**config.mk**
```make
export PLATFORM = sky130hd
export DESIGN_NAME = alu_wb_stage
export DESIGN_NICKNAME = d
export VERILOG_FILES = /design/src/rtl/alu_wb_stage.sv
export SDC_FILE = /design/constraint.sdc
export NUM_CORES = 1
export LEC_CHECK = 0
export BUFFER_PORTS_ARGS = -buffer_cell sky130_fd_sc_hd__clkbuf_2
export CELL_PAD_IN_SITES_DETAIL_PLACEMENT = 0
export CELL_PAD_IN_SITES_GLOBAL_PLACEMENT = 1
export CORE_MARGIN = 2
export CORE_UTILIZATION = 40
export DETAILED_ROUTE_END_ITERATION = 10
export MAX_ROUTING_LAYER = met4
export PLACE_DENSITY = 0.84
export REMOVE_ABC_BUFFERS = 1
export SLEW_MARGIN = 30
export SYNTH_ARGS = -nofsm -noshare
export SYNTH_HDL_FRONTEND = slang
export SYNTH_SLANG_ARGS = --single-unit
export TNS_END_PERCENT = 10
```
**constraint.sdc**
```tcl
create_clock -name clk -period 3.8 [get_ports clk]
set_input_delay 0.19 -clock clk [delete_from_list [all_inputs] [get_ports clk]]
set_output_delay 0.19 -clock clk [all_outputs]
set_load 0.005 [all_outputs]
```
**src/rtl/alu_wb_stage.sv**
```systemverilog
// Execute/writeback stage: ALU with multi-cycle ROT3, hazard interlock.
// Define ALU_WB_FWD_EN to forward wb_data into operands instead of stalling.
module alu_wb_stage #(
    parameter int DW = 24,
    parameter int AW = 4,
    parameter int CW = 3
) (
    input  logic          clk,
    input  logic          rst_n,
    input  logic          in_valid,
    output logic          in_ready,
    input  logic [3:0]    in_op,
    input  logic [AW-1:0] in_dst,
    input  logic [AW-1:0] in_src0,
    input  logic [AW-1:0] in_src1,
    output logic [AW-1:0] rf_src0,
    output logic [AW-1:0] rf_src1,
    input  logic [DW-1:0] rf_outa,
    input  logic [DW-1:0] rf_outb,
    output logic          wb_we,
    output logic [AW-1:0] wb_dst,
    output logic [DW-1:0] wb_data,
    output logic          busy
);

    localparam logic [3:0] OP_ADD = 4'd1;
    localparam logic [3:0] OP_SUB = 4'd2;
    localparam logic [3:0] OP_AND = 4'd3;
    localparam logic [3:0] OP_OR  = 4'd4;
    localparam logic [3:0] OP_XOR = 4'd5;
    localparam logic [3:0] OP_ROT = 4'd7;

    typedef enum logic {S_EXEC, S_ROT} state_t;

    state_t        r_state;
    state_t        w_state_nx;
    logic          r_e_valid;
    logic [3:0]    r_e_op;
    logic [AW-1:0] r_e_dst;
    logic [DW-1:0] r_e_a;
    logic [DW-1:0] r_e_b;
    logic [CW-1:0] r_cnt;
    logic          r_w_valid;
    logic [AW-1:0] r_wb_dst;
    logic [DW-1:0] r_wb_data;

    logic          w_e_wr;
    logic          w_e_done;
    logic          w_haz_e;
    logic          w_haz_w;
    logic          w_hit0;
    logic          w_hit1;
    logic          w_xfer;
    logic [DW-1:0] w_opa;
    logic [DW-1:0] w_opb;
    logic [DW-1:0] w_res;

    assign rf_src0 = in_src0;
    assign rf_src1 = in_src1;

    // Only opcodes 1..7 write the regfile; 0 and 8..15 pass through silently.
    assign w_e_wr   = r_e_valid && !r_e_op[3] && (r_e_op != 4'd0);
    assign w_e_done = r_e_valid && (r_state == S_EXEC);
    assign w_haz_e  = w_e_wr &&
                      ((r_e_dst == in_src0) || (r_e_dst == in_src1));
    assign w_hit0   = r_w_valid && (r_wb_dst == in_src0);
    assign w_hit1   = r_w_valid && (r_wb_dst == in_src1);

`ifdef ALU_WB_FWD_EN
    assign w_haz_w = 1'b0;
    assign w_opa   = w_hit0 ? r_wb_data : rf_outa;
    assign w_opb   = w_hit1 ? r_wb_data : rf_outb;
`else
    assign w_haz_w = w_hit0 || w_hit1;
    assign w_opa   = rf_outa;
    assign w_opb   = rf_outb;
`endif

    assign in_ready = (!r_e_valid || w_e_done) && !w_haz_e && !w_haz_w;
    assign w_xfer   = in_valid && in_ready;

    // ROT3 reaches S_EXEC with A already rotated, so it completes as MOV.
    always_comb begin
        w_res = r_e_a;
        case (r_e_op)
            OP_ADD:  w_res = r_e_a + r_e_b;
            OP_SUB:  w_res = r_e_a - r_e_b;
            OP_AND:  w_res = r_e_a & r_e_b;
            OP_OR:   w_res = r_e_a | r_e_b;
            OP_XOR:  w_res = r_e_a ^ r_e_b;
            default: w_res = r_e_a;
        endcase
    end

    always_comb begin
        w_state_nx = r_state;
        if (w_xfer) begin
            if (in_op == OP_ROT && w_opb[CW-1:0] != '0)
                w_state_nx = S_ROT;
            else
                w_state_nx = S_EXEC;
        end else if (r_state == S_ROT && r_cnt == CW'(1)) begin
            w_state_nx = S_EXEC;
        end
    end

    always_ff @(posedge clk or negedge rst_n) begin
        if (!rst_n)
            r_state <= S_EXEC;
        else
            r_state <= w_state_nx;
    end

    always_ff @(posedge clk or negedge rst_n) begin
        if (!rst_n) begin
            r_e_valid <= 1'b0;
            r_e_op    <= '0;
            r_e_dst   <= '0;
            r_e_a     <= '0;
            r_e_b     <= '0;
            r_cnt     <= '0;
        end else if (w_xfer) begin
            r_e_valid <= 1'b1;
            r_e_op    <= in_op;
            r_e_dst   <= in_dst;
            r_e_a     <= w_opa;
            r_e_b     <= w_opb;
            r_cnt     <= (in_op == OP_ROT) ? w_opb[CW-1:0] : '0;
        end else if (w_e_done) begin
            r_e_valid <= 1'b0;
        end else if (r_state == S_ROT) begin
            r_e_a <= {r_e_a[DW-4:0], r_e_a[DW-1:DW-3]};
            r_cnt <= r_cnt - CW'(1);
        end
    end

    always_ff @(posedge clk or negedge rst_n) begin
        if (!rst_n) begin
            r_w_valid <= 1'b0;
            r_wb_dst  <= '0;
            r_wb_data <= '0;
        end else begin
            r_w_valid <= w_e_done && w_e_wr;
            if (w_e_done && w_e_wr) begin
                r_wb_dst  <= r_e_dst;
                r_wb_data <= w_res;
            end
        end
    end

    assign wb_we   = r_w_valid;
    assign wb_dst  = r_wb_dst;
    assign wb_data = r_wb_data;
    assign busy    = r_e_valid | r_w_valid;

endmodule

```
==> results.cfg, run 1 <==
[yosys]
postSynthAreaPerCell_um2 = 9.21
synth_cells = 764
ys.flop_type = dfrtp_1
synthArstFlopShare_pct = 100
synth-seq-cells = 90
synth_area_um2 = 7030
synth.distinct_cells = 72
ys.warnings.count = 0
synth_edf_count = 0
ys_seq_area_share_pct = 32.0

[clock_tree]
worst_skew_pair.late_latency_ns = 0.36
numClockSinks = 90
cts_buffers = 9
cts-root-buf = clkbuf_16
cts_tree = built
cts_htree_levels = 3
clkSlewWorstSetupHoldPaths_ns = 0.07
ctsLongestPathBuffers = 2

[worst_hold_path]
hold_start = in_dst[0]
min_to = r_e_dst[0]$_DFFE_PN0P_
holdPathStages = 2
hold_path_class = in2reg

[sta]
fin_crit_ns = 3.72
slew_violations = 0
period_share_pct = 98.0
setup_viol = 0
rsz0062_at_grt = yes
slew-limit-headroom_pct = 45.7
fmax_mhz = 269
hold_violations = 0
tightest_slew_ns = 0.814
fin_tns_setup_ns = 0
skew_ns = 0.00984
holdWs_ns = 0.0587

[cells_and_area]
layout_common_cells = clkbuf_2, dfrtp_1, ha_1
post-route-util_pct = 47.8
layout_commonest_cell = clkbuf_2
fin_nets = 1016
n_antenna_cell = 0
synthToLayoutAreaGrowth_pct = 17.0
drive_gt1_share_pct = 23.8

[power_and_ir_drop]
internal_power_mw = 3.05
cellLeakagePower_nw = 3.80
p_sw_mw = 2.36
pwr-share-seq_pct = 29.3
clkPwrFrac_pct = 16.7
vdd_drop_max_uv = 258
p_sw_share_pct = 43.6
power.density_nw_per_um2 = 657
pwr-share-comb_pct = 54.0

[setup_path]
critPathKind = reg2reg
r2r-end = wb_data[23]$_DFFE_PN0P_
max_stage_delay_ns = 0.59
crit_slowest_cell = or4_4
start_kind = register
crit_chain = or4_4 -> nor3_4 -> and3_1 -> a31oi_1 -> xnor2_1 -> ha_1 -> and2_4 -> a221o_2 -> o41a_2 -> a31o_1 -> a31oi_1 -> xnor2_1 -> o21ai_1
cp.required_ns = 4.03
critPathBufInv = 0
reg2reg_from = r_e_b[5]$_DFFE_PN0P_
worst-r2r-cell-count = 13
crit_family = compound AO/OA/AOI/OAI gates
crit_path_end_kind = register
critical_path_arrival_ns = 3.95
cp_max_fo = 4
reg2reg_slack_ns = 0.08

[floorplan]
io_pins = 106
core_um2 = 17200
rows = 48
initial_utilization_pct = 40.8
die_h_um = 137
chipWidth_um = 137
dieArea_um2 = 18700

[place]
hpwlAfterDp_mm = 15.2
numPortBuffers = 105
place_congestion = 0.920

[routing]
wl_per_cell_um = 18.8
drt_iter0_markers = 448
remaining_drc_errors = 0
vias_per_cell = 5.50
num_vias = 6071
first_pass_iters = 5
antenna_left = 0
routed_wl_mm = 20.7

[grt]
grt_remaining_overflow = 0
grt_pass1_wl_mm = 33.5
grt_max_degree = 61
grt_pass1_vias = 6019
antenna_found_initial = 0
grt_use_total_pct = 24.1

[run_status]
outcome = finished clean

[flow_run]
max_cap_violations = 0
metrics by stage:
stage                     instances  worst slack, ns  total power [mW]  cell area [um2]
after floorplan                 720            0.222              3.47             6810
after global placement         1085           0.0322              4.41             7890
after detailed placement       1085           0.0407              4.45             7890
after CTS                      1102           0.0188              5.37             8190
after global routing           1103           -0.147              5.87             8230
final                          1103           0.0763              5.41             8230
power groups by stage:
| stage | Combinational [mW] | Clock, mW | Sequential (mW) |
|---|---|---|---|
| global placement | 2.82 | 0 | 1.60 |
| finish | 2.92 | 0.902 | 1.59 |
| detailed placement | 2.85 | 0 | 1.60 |
| global route | 3.27 | 0.964 | 1.63 |
| floorplan | 1.92 | 0 | 1.55 |
| CTS | 2.87 | 0.913 | 1.58 |
worst register-to-register path: stages (launching register included):
cell     delay, ns
dfrtp_1       0.39
or4_4         0.59
nor3_4        0.25
and3_1        0.25
a31oi_1       0.11
xnor2_1       0.14
ha_1          0.30
and2_4        0.15
a221o_2       0.38
o41a_2        0.40
a31o_1        0.22
a31oi_1       0.18
xnor2_1       0.15
o21ai_1       0.07
layer usage:
metal  routed length (um)  vias up  GRT usage, %
met4                  393        0          7.41
met5                    0        -             -
met3                  968       24          2.85
met2                 9640      169          37.6
met1                 9750     2917          33.0
li1                     -     2961             -
synthesized netlist by cell type, drive strengths merged, types with 2 or more instances:
| cell type | n | area (um2) |
|---|---|---|
| a41oi | 4 | 35.0 |
| nand2 | 47 | 179 |
| clkbuf | 23 | 86.3 |
| nor2b | 6 | 45.0 |
| o221ai | 2 | 17.5 |
| nand3 | 3 | 15.0 |
| a31oi | 14 | 87.6 |
| a211oi | 10 | 85.1 |
| or2 | 2 | 12.5 |
| a21o | 9 | 67.6 |
| or4b | 2 | 20.0 |
| o211ai | 4 | 30.0 |
| inv | 55 | 206 |
| a311oi | 2 | 17.5 |
| o31a | 2 | 17.5 |
| ha | 75 | 938 |
| and2 | 5 | 35.0 |
| nor3 | 8 | 50.1 |
| o31ai | 6 | 45.0 |
| o41ai | 5 | 62.6 |
| a221oi | 14 | 123 |
| and3 | 4 | 25.0 |
| o21a | 3 | 22.5 |
| a211o | 3 | 26.3 |
| o21ai | 51 | 255 |
| a21oi | 60 | 300 |
| or4 | 2 | 18.8 |
| o22ai | 5 | 31.3 |
| xnor2 | 41 | 359 |
| a22oi | 11 | 82.6 |
| nor3b | 2 | 15.0 |
| o2111ai | 6 | 52.6 |
| nor4 | 3 | 18.8 |
| nand2b | 8 | 50.1 |
| o311a | 2 | 32.5 |
| a221o | 3 | 31.3 |
| and4 | 2 | 17.5 |
| mux2 | 32 | 360 |
| nor2 | 58 | 218 |
| buf | 21 | 139 |
| xor2 | 18 | 158 |
| a31o | 2 | 17.5 |
| nand4 | 5 | 31.3 |
| dfrtp | 90 | 2250 |
| mux2i | 24 | 240 |
cells by family (layout without fill, tap and decap cells):
kind of cell,after synthesis,in the layout,synth area share [%]
AOI/OAI and AO/OA,224,224,21.3
xor gates and xnor gates,59,59,7.35
adders and majority gates,76,76,13.6
buffers and inverters,99,213,6.14
DFF,90,90,32.0
muxes,56,56,8.54
and+or+nand+nor,160,160,11.0
cell type report:
type	count	area, um2
fill	1722	9000
multi-input combinational	575	4390
sequential	90	2250
timing repair buffer	142	808
tap	225	282
clock buffer	13	270
inverter	55	206
clock inverter	3	21.3
flip-flops by register name (all words and copies together), names as in the netlist:
signal and cells:
r_e_dst 4, r_e_b 24, wb_data 24, wb_we 1, r_e_valid 1, wb_dst 4
r_state 1, r_e_a 24, r_e_op 4, r_cnt 3
how the worst max path moves through the flow:
stage,startpoint,end,slack (ns),depth (start not counted)
final,r_e_b[5]$_DFFE_PN0P_,wb_data[23]$_DFFE_PN0P_,0.08,13
after CTS,r_e_b[5]$_DFFE_PN0P_,wb_data[23]$_DFFE_PN0P_,0.02,13
after detailed placement,r_e_b[5]$_DFFE_PN0P_,wb_data[23]$_DFFE_PN0P_,0.04,13
after global placement,r_e_b[5]$_DFFE_PN0P_,wb_data[23]$_DFFE_PN0P_,0.03,13
after floorplan,r_e_b[5]$_DFFE_PN0P_,wb_data[23]$_DFFE_PN0P_,0.22,13
after global routing,r_e_b[5]$_DFFE_PN0P_,wb_data[15]$_DFFE_PN0P_,-0.15,14
repair_timing:
item / in CTS / in global routing
hold buffers: 1 / 0
setup buffers: 0 / 1
resized for setup: 0 / 7
endpoints found under the setup margin: 0 / 9
endpoints found under the hold margin: 59 / 0
Note: power is estimated with default switching activity, not from simulation.
==> run 2, diff against run 1 <==
--- a/config.mk
+++ b/config.mk
@@ -7,13 +7,13 @@
 export LEC_CHECK = 0
 export BUFFER_PORTS_ARGS = -buffer_cell sky130_fd_sc_hd__clkbuf_2
 export CELL_PAD_IN_SITES_DETAIL_PLACEMENT = 0
-export CELL_PAD_IN_SITES_GLOBAL_PLACEMENT = 1
+export CELL_PAD_IN_SITES_GLOBAL_PLACEMENT = 2
 export CORE_MARGIN = 2
-export CORE_UTILIZATION = 40
+export CORE_UTILIZATION = 32
 export DETAILED_ROUTE_END_ITERATION = 10
-export MAX_ROUTING_LAYER = met4
-export PLACE_DENSITY = 0.84
+export PLACE_DENSITY = 0.83
 export REMOVE_ABC_BUFFERS = 1
+export SETUP_SLACK_MARGIN = 0.5
 export SLEW_MARGIN = 30
 export SYNTH_ARGS = -nofsm -noshare
 export SYNTH_HDL_FRONTEND = slang
==> run 2 against run 1 <==
Effect of this change: sequential share of layout area decreased by 0.55 points; critical path depth unchanged; global-route usage decreased by 4.6 points; worst setup slack improved by 0.14 ns; via count increased by 0.56%; cell count increased by 5.3%; fmax increased by 3.8%; first-iteration DRC count decreased by 22%; hold slack got worse by 0.0035 ns; clock power decreased by 2%; design area increased by 2.1%; clock skew decreased by 0.0024 ns; largest power group unchanged.
==> results.cfg, run 2 (same netlist as run 1, synthesis figures left out) <==
[setup_path]
critPathKind = reg2reg
cp_common_cell = xnor2_1
cp_max_fo = 4
crit_slowest_cell = or4_4
start_kind = register
crit_chain = or4_4 -> nor3_4 -> and3_4 -> a31oi_1 -> xnor2_1 -> ha_1 -> and2_4 -> a221o_2 -> o41a_4 -> a31o_1 -> a31oi_2 -> xnor2_1 -> o21ai_1
critical_path_arrival_ns = 3.81
max_stage_delay_ns = 0.58
cp.required_ns = 4.03
crit_path_end_kind = register

[place]
hpwlAfterDp_mm = 16.6
place_congestion = 0.867
numPortBuffers = 105
dp_slack_ns = 0.0623

[power_and_ir_drop]
power.density_nw_per_um2 = 658
cellLeakagePower_nw = 3.82
vdd_drop_max_uv = 200

[sta]
slew_violations = 0
tightest_slew_ns = 0.854
rsz0062_at_grt = yes
slew-limit-headroom_pct = 43.0
setup_slack_ns = 0.214
setup_viol = 0
fmax_mhz = 279
skew_ns = 0.00748
fin_tns_setup_ns = 0
holdWs_ns = 0.0551
period_share_pct = 94.4
fin_crit_ns = 3.59
hold_violations = 0

[clock_tree]
worst_skew_pair.late_latency_ns = 0.36
cts-root-buf = clkbuf_16
cts_htree_levels = 3
cts_tree = built
numClockSinks = 90
clkSlewWorstSetupHoldPaths_ns = 0.07
cts_buffers = 9
ctsLongestPathBuffers = 2

[routing]
num_vias = 6105
drt_iter0_markers = 351
vias_per_cell = 5.26
antenna_left = 0
remaining_drc_errors = 0
wl_per_cell_um = 19.4
first_pass_iters = 4
routed_wl_mm = 22.5

[floorplan]
dieArea_um2 = 23200
chipWidth_um = 152
rows = 54
die_h_um = 152
core_um2 = 21700
initial_utilization_pct = 32.4
io_pins = 106

[cells_and_area]
synthToLayoutAreaGrowth_pct = 19.4
post-route-util_pct = 38.7
layout_common_cells = clkbuf_2, dfrtp_1, ha_1
n_antenna_cell = 0
n_fill_cell = 2252
fin_nets = 1019
drive_gt1_share_pct = 25.7
layout_commonest_cell = clkbuf_2

[worst_hold_path]
hold_path_class = in2reg

[grt]
grt_pass1_vias = 6209
grt_max_degree = 62
grt_pass1_wl_mm = 35.6
grt_use_total_pct = 19.5
grt_remaining_overflow = 0
antenna_found_initial = 0

[flow_run]
max_cap_violations = 0

[run_status]
outcome = finished clean
[run 2: critical path, delay by kind of cell, from the launching register on]
kind / cells / cell delay, ns
flip-flops: 1 / 0.38
XOR/XNOR: 2 / 0.28
AND/OR/NAND/NOR: 4 / 1.21
adder cells (fa/ha/maj): 1 / 0.31
AO/OA/AOI/OAI: 6 / 1.25
[run 2: path summary, 6_finish.rpt]
check	startpoint	end	slack (ns)	depth (start not counted)
min in group asynchronous	rst_n	r_cnt[0]$_DFFE_PN0P_	0.48	2
worst max-delay path	r_e_b[4]$_DFFE_PN0P_	wb_data[23]$_DFFE_PN0P_	0.21	13
worst min register to register	wb_data[10]$_DFFE_PN0P_	wb_data[10]$_DFFE_PN0P_	0.48	2
worst min-delay path	rf_outb[10]	r_e_b[10]$_DFFE_PN0P_	0.06	2
worst max register to register	r_e_b[4]$_DFFE_PN0P_	wb_data[23]$_DFFE_PN0P_	0.21	13
max in group asynchronous	rst_n	wb_data[14]$_DFFE_PN0P_	2.40	3
[run 2: final cells by class]
cell class	instances	area [um2]	share of cell area [%]
inverter	55	206	2.46
sequential	90	2250	26.8
timing repair buffer	145	831	9.89
tap	280	350	4.17
clock inverter	7	52.6	0.625
clock buffer	9	225	2.68
multi-input combinational	575	4480	53.4
[run 2: power breakdown]
part | switching, mW | internal (mW)
clock network | 0.436 | 0.449
logic | 1.67 | 1.37
registers | 0.353 | 1.25
total | 2.46 | 3.06
[run 2: stage by stage]
stage / area [um2] / power, mW / std cells
floorplan: 6810 / 3.47 / 720
global placement: 7950 / 4.48 / 1139
detailed placement: 7950 / 4.50 / 1139
CTS: 8280 / 5.44 / 1158
global route: 8400 / 5.98 / 1161
finish: 8400 / 5.53 / 1161
[run 2: timing repair]
action | 4_1_cts | 5_1_grt
gates cloned | 0 | 0
endpoints found under the hold margin | 60 | 0
buffers inserted | 2 | 3
pin swaps | 5 | 12
endpoints found under the setup margin | 13 | 16
gates resized for setup | 7 | 22
hold buffers | 1 | 0
[run 2: per-layer routing]
layer | share of wire (%) | up-vias | GRT usage (%)
li1 | - | 2986 | -
met1 | 48 | 2965 | 27.0
met2 | 46 | 127 | 31.6
met3 | 3.2 | 27 | 2.73
met4 | 2.2 | 0 | 6.63
met5 | 0 | - | 0
